===== src/rtl/mmio_arbiter_if.sv =====
// Signal bundle between the two MMIO masters, the arbiter and the mmio_sys
// bus port. The arbiter uses the slave view. The masters and the bus slot use
// the master view. The m0_lock/m1_lock wires exist only when MMIO_ARB_LOCK_EN
// is defined.
interface mmio_arbiter_if;
  logic        m0_req,     m1_req;
  logic        m0_wr,      m1_wr;
  logic [20:0] m0_addr,    m1_addr;
  logic [31:0] m0_wr_data, m1_wr_data;
`ifdef MMIO_ARB_LOCK_EN
  logic        m0_lock,    m1_lock;
`endif
  logic        m0_ack,     m1_ack;
  logic [31:0] m0_rd_data, m1_rd_data;
  logic        busy;
  logic        mmio_cs, mmio_wr, mmio_rd;
  logic [20:0] mmio_addr;
  logic [31:0] mmio_wr_data;
  logic [31:0] mmio_rd_data;

`ifdef MMIO_ARB_LOCK_EN
  modport slave (
    input  m0_req, m1_req, m0_wr, m1_wr, m0_addr, m1_addr,
           m0_wr_data, m1_wr_data, m0_lock, m1_lock, mmio_rd_data,
    output m0_ack, m1_ack, m0_rd_data, m1_rd_data, busy,
           mmio_cs, mmio_wr, mmio_rd, mmio_addr, mmio_wr_data
  );
  modport master (
    output m0_req, m1_req, m0_wr, m1_wr, m0_addr, m1_addr,
           m0_wr_data, m1_wr_data, m0_lock, m1_lock, mmio_rd_data,
    input  m0_ack, m1_ack, m0_rd_data, m1_rd_data, busy,
           mmio_cs, mmio_wr, mmio_rd, mmio_addr, mmio_wr_data
  );
`else
  modport slave (
    input  m0_req, m1_req, m0_wr, m1_wr, m0_addr, m1_addr,
           m0_wr_data, m1_wr_data, mmio_rd_data,
    output m0_ack, m1_ack, m0_rd_data, m1_rd_data, busy,
           mmio_cs, mmio_wr, mmio_rd, mmio_addr, mmio_wr_data
  );
  modport master (
    output m0_req, m1_req, m0_wr, m1_wr, m0_addr, m1_addr,
           m0_wr_data, m1_wr_data, mmio_rd_data,
    input  m0_ack, m1_ack, m0_rd_data, m1_rd_data, busy,
           mmio_cs, mmio_wr, mmio_rd, mmio_addr, mmio_wr_data
  );
`endif
endinterface


===== src/rtl/mmio_arbiter.sv =====
// Two-master round-robin arbiter in front of the single-word MMIO bus.
// Each transaction takes three cycles: IDLE (grant) -> ISSUE (one-cycle bus
// strobe, read data captured) -> ACK (one-cycle ack to the owner).
// Optional feature: define MMIO_ARB_LOCK_EN to add m0_lock/m1_lock. A master
// that holds lock through its ACK keeps the bus for its next request.
module mmio_arbiter (
  input  logic           clk,
  input  logic           reset,
  mmio_arbiter_if.slave  bus
);

  typedef enum logic [1:0] {IDLE, ISSUE, ACK} state_t;

  state_t      state, state_nxt;
  logic        grant;
  logic        win, rr_win;
  logic        owner, last;
  logic        wr_q;
  logic [20:0] addr_q;
  logic [31:0] wdata_q;
  logic [31:0] rd0_q, rd1_q;
  logic [1:0]  req;

  assign req = {bus.m1_req, bus.m0_req};

  // Round-robin: on contention the master that did not win last time goes.
  always_comb begin
    rr_win = (req == 2'b11) ? ~last : req[1];
  end

`ifdef MMIO_ARB_LOCK_EN
  logic       locked;
  logic [1:0] lock;

  assign lock = {bus.m1_lock, bus.m0_lock};

  // A locked owner that is still requesting overrides round-robin.
  always_comb begin
    win = rr_win;
    if (locked && req[owner]) win = owner;
  end

  // Set the lock at the owner's ACK. Drop it once the owner is granted
  // without lock, or when the owner has no request in IDLE.
  always_ff @(posedge clk) begin
    if (reset) begin
      locked <= 1'b0;
    end else if (state == ACK) begin
      if (lock[owner]) locked <= 1'b1;
    end else if (state == IDLE && locked) begin
      if (!req[owner] || !lock[owner]) locked <= 1'b0;
    end
  end
`else
  // Pure round-robin.
  always_comb begin
    win = rr_win;
  end
`endif

  // State register.
  always_ff @(posedge clk) begin
    if (reset) state <= IDLE;
    else       state <= state_nxt;
  end

  // Next-state logic and decode of the strobes, acks and busy.
  always_comb begin
    state_nxt   = state;
    grant       = 1'b0;
    bus.mmio_cs = 1'b0;
    bus.mmio_wr = 1'b0;
    bus.mmio_rd = 1'b0;
    bus.m0_ack  = 1'b0;
    bus.m1_ack  = 1'b0;
    bus.busy    = 1'b0;
    case (state)
      IDLE: begin
        if (|req) begin
          grant     = 1'b1;
          state_nxt = ISSUE;
        end
      end
      ISSUE: begin
        bus.mmio_cs = 1'b1;
        bus.mmio_wr = wr_q;
        bus.mmio_rd = ~wr_q;
        bus.busy    = 1'b1;
        state_nxt   = ACK;
      end
      ACK: begin
        bus.m0_ack = ~owner;
        bus.m1_ack = owner;
        bus.busy   = 1'b1;
        state_nxt  = IDLE;
      end
      default: state_nxt = IDLE;
    endcase
  end

  // Latch the winner's command at grant. Capture read data at the end of ISSUE.
  always_ff @(posedge clk) begin
    if (reset) begin
      owner   <= 1'b0;
      last    <= 1'b1;
      wr_q    <= 1'b0;
      addr_q  <= '0;
      wdata_q <= '0;
      rd0_q   <= '0;
      rd1_q   <= '0;
    end else begin
      if (grant) begin
        owner   <= win;
        last    <= win;
        wr_q    <= win ? bus.m1_wr      : bus.m0_wr;
        addr_q  <= win ? bus.m1_addr    : bus.m0_addr;
        wdata_q <= win ? bus.m1_wr_data : bus.m0_wr_data;
      end
      if (state == ISSUE && !wr_q) begin
        if (owner) rd1_q <= bus.mmio_rd_data;
        else       rd0_q <= bus.mmio_rd_data;
      end
    end
  end

  assign bus.mmio_addr    = addr_q;
  assign bus.mmio_wr_data = wdata_q;
  assign bus.m0_rd_data   = rd0_q;
  assign bus.m1_rd_data   = rd1_q;

endmodule


===== src/flat_wrapper.sv =====
// flat-port wrapper written by rule: the top's interface ports become plain ports
module mmio_arbiter_flat 
  (clk, reset, bus_m0_req, bus_m1_req, bus_m0_wr, bus_m1_wr, bus_m0_addr, bus_m1_addr, bus_m0_wr_data, bus_m1_wr_data, bus_mmio_rd_data, bus_m0_ack, bus_m1_ack, bus_m0_rd_data, bus_m1_rd_data, bus_busy, bus_mmio_cs, bus_mmio_wr, bus_mmio_rd, bus_mmio_addr, bus_mmio_wr_data);
  mmio_arbiter_if bus_i ();
  input  logic clk;
  input  logic reset;
  input wire logic [$bits(bus_i.m0_req)-1:0] bus_m0_req;
  input wire logic [$bits(bus_i.m1_req)-1:0] bus_m1_req;
  input wire logic [$bits(bus_i.m0_wr)-1:0] bus_m0_wr;
  input wire logic [$bits(bus_i.m1_wr)-1:0] bus_m1_wr;
  input wire logic [$bits(bus_i.m0_addr)-1:0] bus_m0_addr;
  input wire logic [$bits(bus_i.m1_addr)-1:0] bus_m1_addr;
  input wire logic [$bits(bus_i.m0_wr_data)-1:0] bus_m0_wr_data;
  input wire logic [$bits(bus_i.m1_wr_data)-1:0] bus_m1_wr_data;
  input wire logic [$bits(bus_i.mmio_rd_data)-1:0] bus_mmio_rd_data;
  output wire logic [$bits(bus_i.m0_ack)-1:0] bus_m0_ack;
  output wire logic [$bits(bus_i.m1_ack)-1:0] bus_m1_ack;
  output wire logic [$bits(bus_i.m0_rd_data)-1:0] bus_m0_rd_data;
  output wire logic [$bits(bus_i.m1_rd_data)-1:0] bus_m1_rd_data;
  output wire logic [$bits(bus_i.busy)-1:0] bus_busy;
  output wire logic [$bits(bus_i.mmio_cs)-1:0] bus_mmio_cs;
  output wire logic [$bits(bus_i.mmio_wr)-1:0] bus_mmio_wr;
  output wire logic [$bits(bus_i.mmio_rd)-1:0] bus_mmio_rd;
  output wire logic [$bits(bus_i.mmio_addr)-1:0] bus_mmio_addr;
  output wire logic [$bits(bus_i.mmio_wr_data)-1:0] bus_mmio_wr_data;
  assign bus_i.m0_req = bus_m0_req;
  assign bus_i.m1_req = bus_m1_req;
  assign bus_i.m0_wr = bus_m0_wr;
  assign bus_i.m1_wr = bus_m1_wr;
  assign bus_i.m0_addr = bus_m0_addr;
  assign bus_i.m1_addr = bus_m1_addr;
  assign bus_i.m0_wr_data = bus_m0_wr_data;
  assign bus_i.m1_wr_data = bus_m1_wr_data;
  assign bus_i.mmio_rd_data = bus_mmio_rd_data;
  assign bus_m0_ack = bus_i.m0_ack;
  assign bus_m1_ack = bus_i.m1_ack;
  assign bus_m0_rd_data = bus_i.m0_rd_data;
  assign bus_m1_rd_data = bus_i.m1_rd_data;
  assign bus_busy = bus_i.busy;
  assign bus_mmio_cs = bus_i.mmio_cs;
  assign bus_mmio_wr = bus_i.mmio_wr;
  assign bus_mmio_rd = bus_i.mmio_rd;
  assign bus_mmio_addr = bus_i.mmio_addr;
  assign bus_mmio_wr_data = bus_i.mmio_wr_data;
  mmio_arbiter u_core (.clk(clk), .reset(reset), .bus(bus_i));
endmodule

===== config.mk =====
export PLATFORM = sky130hd
export DESIGN_NAME = mmio_arbiter_flat
export DESIGN_NICKNAME = d
export VERILOG_FILES = /design/src/rtl/mmio_arbiter_if.sv /design/src/rtl/mmio_arbiter.sv /design/src/flat_wrapper.sv
export SDC_FILE = /design/constraint.sdc
export NUM_CORES = 1
export LEC_CHECK = 0
export CORE_MARGIN = 3
export CORE_UTILIZATION = 30
export CTS_BUF_LIST = sky130_fd_sc_hd__clkbuf_4 sky130_fd_sc_hd__clkbuf_8
export DETAILED_ROUTE_END_ITERATION = 7
export HOLD_SLACK_MARGIN = 0.03
export PLACE_DENSITY_LB_ADDON = 0.15
export SLEW_MARGIN = 20
export SYNTH_ARGS = -nofsm -noshare
export SYNTH_HDL_FRONTEND = slang
export SYNTH_SLANG_ARGS = --single-unit

===== constraint.sdc =====
create_clock -name clk -period 1.35 [get_ports clk]
set_input_delay 0.27 -clock clk [delete_from_list [all_inputs] [get_ports clk]]
set_output_delay 0.27 -clock clk [all_outputs]
set_load 0.005 [all_outputs]

==> out/qor_table.md <==
| Metric | This run |
|---|---|
| Vias | 5523 |
| DR WL/cell | 17.9 um |
| Violated checks | negative setup slack |
| Final worst path period share | 1.19 |
| Synth Net Count | 758 |
| Start point of the worst min-delay path | reset |
| Core area | 16200 sq um |
| Worst Setup Start Kind | flop |
| Final Power | 10100 uW |
| Number of enable flip-flop cells after synthesis | 0 |
| Max_slew headroom | 0.682 |
| Grt met3 use | 0.0539 |
| RSZ-0062 raised after global routing | true |
| Power density cells | 1090 nW/um^2 |
| Final Core Density | 0.578 |
| Sequence of cells on the critical path | inv_4, ha_4, buf_6, buf_6, and3b_2, buf_12, clkbuf_16, nand2_1, a21oi_1 |
| Async set or reset register ratio after synthesis | 0 |
| Final critical-path required period | 1.60 ns |
| Post-Place Cells | 1074 |
| Hold Path Cell Cnt | 2 |
| Fraction of layout cells with a size suffix above 1 | 0.322 |
| Measured slew at the worst slew-check pin | 0.476 ns |
| Hold-critical path endpoint | u_core.bus.mmio_wr_data[4] |
| Fill count | 1446 |
| Worst Clk Skew | 0.0101 ns |
| Largest net degree at the start of global routing | 55 |
| Met1 layer usage reported by global route | 0.236 |
| Kind of capture point of the worst setup path | flop |
| Max Root-Sink Buffers | 2 |
| Register clock-pin slew on the reported worst setup and hold paths | 0.08 ns |
| Highest Clock Rate | 624 MHz |
| Number of antenna diodes | 0 |
| Slowest stage cell, crit path | dfxtp_4 |
| Max FO, Critical Path | 8 |
| Net count, final | 1048 |
| Most numerous cell on the critical path | buf_6 |
| Sum of overflow across all layers after global routing | 0 |
| Root buffer cell | clkbuf_8 |
| Type of the worst setup path | reg2reg |
| Slowest Stage Delay on Critical Path | 0.38 ns |
| Die span in y | 136 um |
| Number of non-filler instances in the completed layout | 1129 |
| Drt total wl | 20200 um |
| Top-level I/O count | 267 |
| Required time at the worst-slack endpoint | 1.66 ns |
| LEAKAGE | 0.00394 uW |
| Most used routing layer | met2 |
| TritonRoute pass-1 iters | 4 |
| Worst path setup slack after routing | -0.253 ns |
| CTS sink count | 122 |
| Count of final setup violators | 128 |
| Maximum VDD drop | 0.000539 V |
| Outcome | complete, but fails checks |
| Starting density of the core | 0.311 |
| Clock tree from TritonCTS | yes |
| Tightest hold margin | 0.141 ns |
| Number of cells traversed by the worst register-to-register path | 9 |
| Class of the worst hold path | in2reg |
| DRT iter0 DRCs | 228 |
| Antenna violations before repair | 0 |
| Number of levels in the clock H-tree | 4 |
| Residual DRC | 0 |
| Via count of the first global-routing pass | 5354 |
| Number of max-capacitance violations reported | 0 |
| Worst slack after detailed placement | -0.500 ns |
| Capturing point of the worst reg2reg path | u_core.bus.m1_rd_data[31] |
| Worst-Skew Late Latency | 0.43 ns |
| Post-synth top flop | dfxtp_1 |
| Area added between synthesis and finish | 85.6% |
| Die ar. | 18400 sq um |
| Width of the die | 136 um |
| Synth unique cells | 28 |
| Final-report hold violation count | 0 |
| Global-route track usage on met2 | 0.346 |
| Number of buffers added by the clock tree synthesis step | 17 |
| Worst endpoint data arrival time | 1.91 ns |
| Routability cong. | 0.811 |
| Final ANT Viol Nets | 0 |
| Wire length of the first global-routing pass | 28800 um |
| Average instance area after synthesis | 8.25 sq um |
| Synth Register Bits | 122 |
| Vias per cell | 4.89 |
| Yosys warning count | 0 |
| Placed wire-length estimate after detailed placement | 12700 um |
| Gate count of the mapped netlist | 610 |
| Total Routing Usage GR | 0.199 |
| Max-slew violation count | 0 |
| Flop2flop setup slack | -0.25 ns |
| Number of rows in the core area | 46 |
| Post-synthesis sequential area ratio | 0.485 |
| Mapped cell area | 5030 sq um |
| Input/output buffers | 266 |
| Worst flop-to-flop path startpoint | u_core.state[1] |
synth_stat cells, types with 2 or more instances:
master,count,area [sq um]
nand2_1,182,683
dfxtp_1,122,2440
a21oi_1,119,596
nor2_1,56,210
a211oi_2,49,613
buf_2,25,125
clkbuf_1,18,67.6
buf_4,6,45.0
a211oi_1,5,37.5
ha_1,4,50.1
buf_1,3,11.3
and2_1,2,12.5
inv_1,2,7.51
nor2b_1,2,12.5
nor3b_1,2,15.0
report_power, final:
part / internal, uW / leakage, uW / switching [uW]
registers: 3930 / 0.00102 / 193
logic: 1500 / 0.00273 / 1360
clock network: 1590 / 0.000193 / 1570
area by class of cell:
class                      instances  area [sq um]  share of cell area
sequential                       122          2500               0.268
clock inverter                    12           116              0.0125
inverter                           2          12.5             0.00134
timing repair buffer             322          3320               0.355
clock buffer                      20           269              0.0288
tap                              216           270              0.0289
multi-input combinational        435          2860               0.306
registers in the layout, summed over array words and instances (netlist names):
| name | cells |
|---|---|
| u_core.bus.m0_rd_data | 32 |
| u_core.bus.m1_rd_data | 32 |
| u_core.bus.mmio_addr | 21 |
| u_core.bus.mmio_wr_data | 32 |
| u_core.last | 1 |
| u_core.owner | 1 |
| u_core.state | 2 |
| u_core.wr_q | 1 |
metal layers:
metal  routed length (um)  part of all wire  up-vias
met4                  359             0.018        0
met3                 1380             0.068       28
met1                 8280              0.41     2649
met5                    0                 0        -
met2                10200              0.50      206
li1                     -                 -     2640
timing repair:
action,in CTS,in global routing
hold buffers,0,0
pin swaps,23,53
setup buffers,1,10
cloned,6,9
gates resized for setup,210,169
endpoints found under the setup margin,214,164
placed cells by master (no fill, tap or decap), drive strengths merged, types with 2 or more instances in the layout:
master         instances
clkinv                 7
nor3b                  3
clkinvlp               2
nor2b                  2
a211oi                54
buf                   58
nand2                182
and2                   2
clkdlybuf4s15         31
ha                     4
nor2                  56
inv                    4
dlygate4sd2           85
o21ai                  2
dfxtp                122
clkbuf                26
a21oi                119
clkdlybuf4s50        141
cells by family (layout without fill, tap and decap cells):
kind of cell / Yosys count / after routing / share of synthesized area
adder cells (fa/ha/maj): 4 / 4 / 0.00994
AND/OR/NAND/NOR: 250 / 250 / 0.195
buffers and inverters: 54 / 356 / 0.0509
AO/OA/AOI/OAI: 179 / 180 / 0.257
flip-flops: 122 / 122 / 0.485
multiplexers: 1 / 1 / 0.00199
worst max path at each step:
| stage | from | to | depth (start not counted) | slack [ns] |
|---|---|---|---|---|
| after CTS | u_core.state[1] | bus_mmio_rd | 4 | -0.27 |
| after floorplan | u_core.state[0] | u_core.bus.mmio_addr[1] | 7 | -0.03 |
| after global placement | bus_m0_req | u_core.bus.mmio_addr[1] | 5 | -0.42 |
| after global routing | u_core.state[1] | u_core.bus.m1_rd_data[28] | 9 | -0.30 |
| final | u_core.state[1] | u_core.bus.m1_rd_data[31] | 9 | -0.25 |
| after detailed placement | bus_m0_req | u_core.bus.mmio_wr_data[14] | 5 | -0.50 |
metrics by stage:
step / TNS [ns] / area (sq um)
after detailed placement: -28.88 / 8130
after CTS: -20.42 / 8700
after global placement: -23.62 / 8130
after global routing: -29.53 / 9340
after floorplan: -1.83 / 5060
final: -21.43 / 9340
worst max-delay path: cells and delay by family (launching register included):
kind,cells,cell delay [ns]
compound gates,1,0.06
fa+ha+maj,1,0.15
buf+inv,5,0.58
flops,1,0.38
simple gates,2,0.32
No activity file was read; power rests on OpenSTA's default activity.
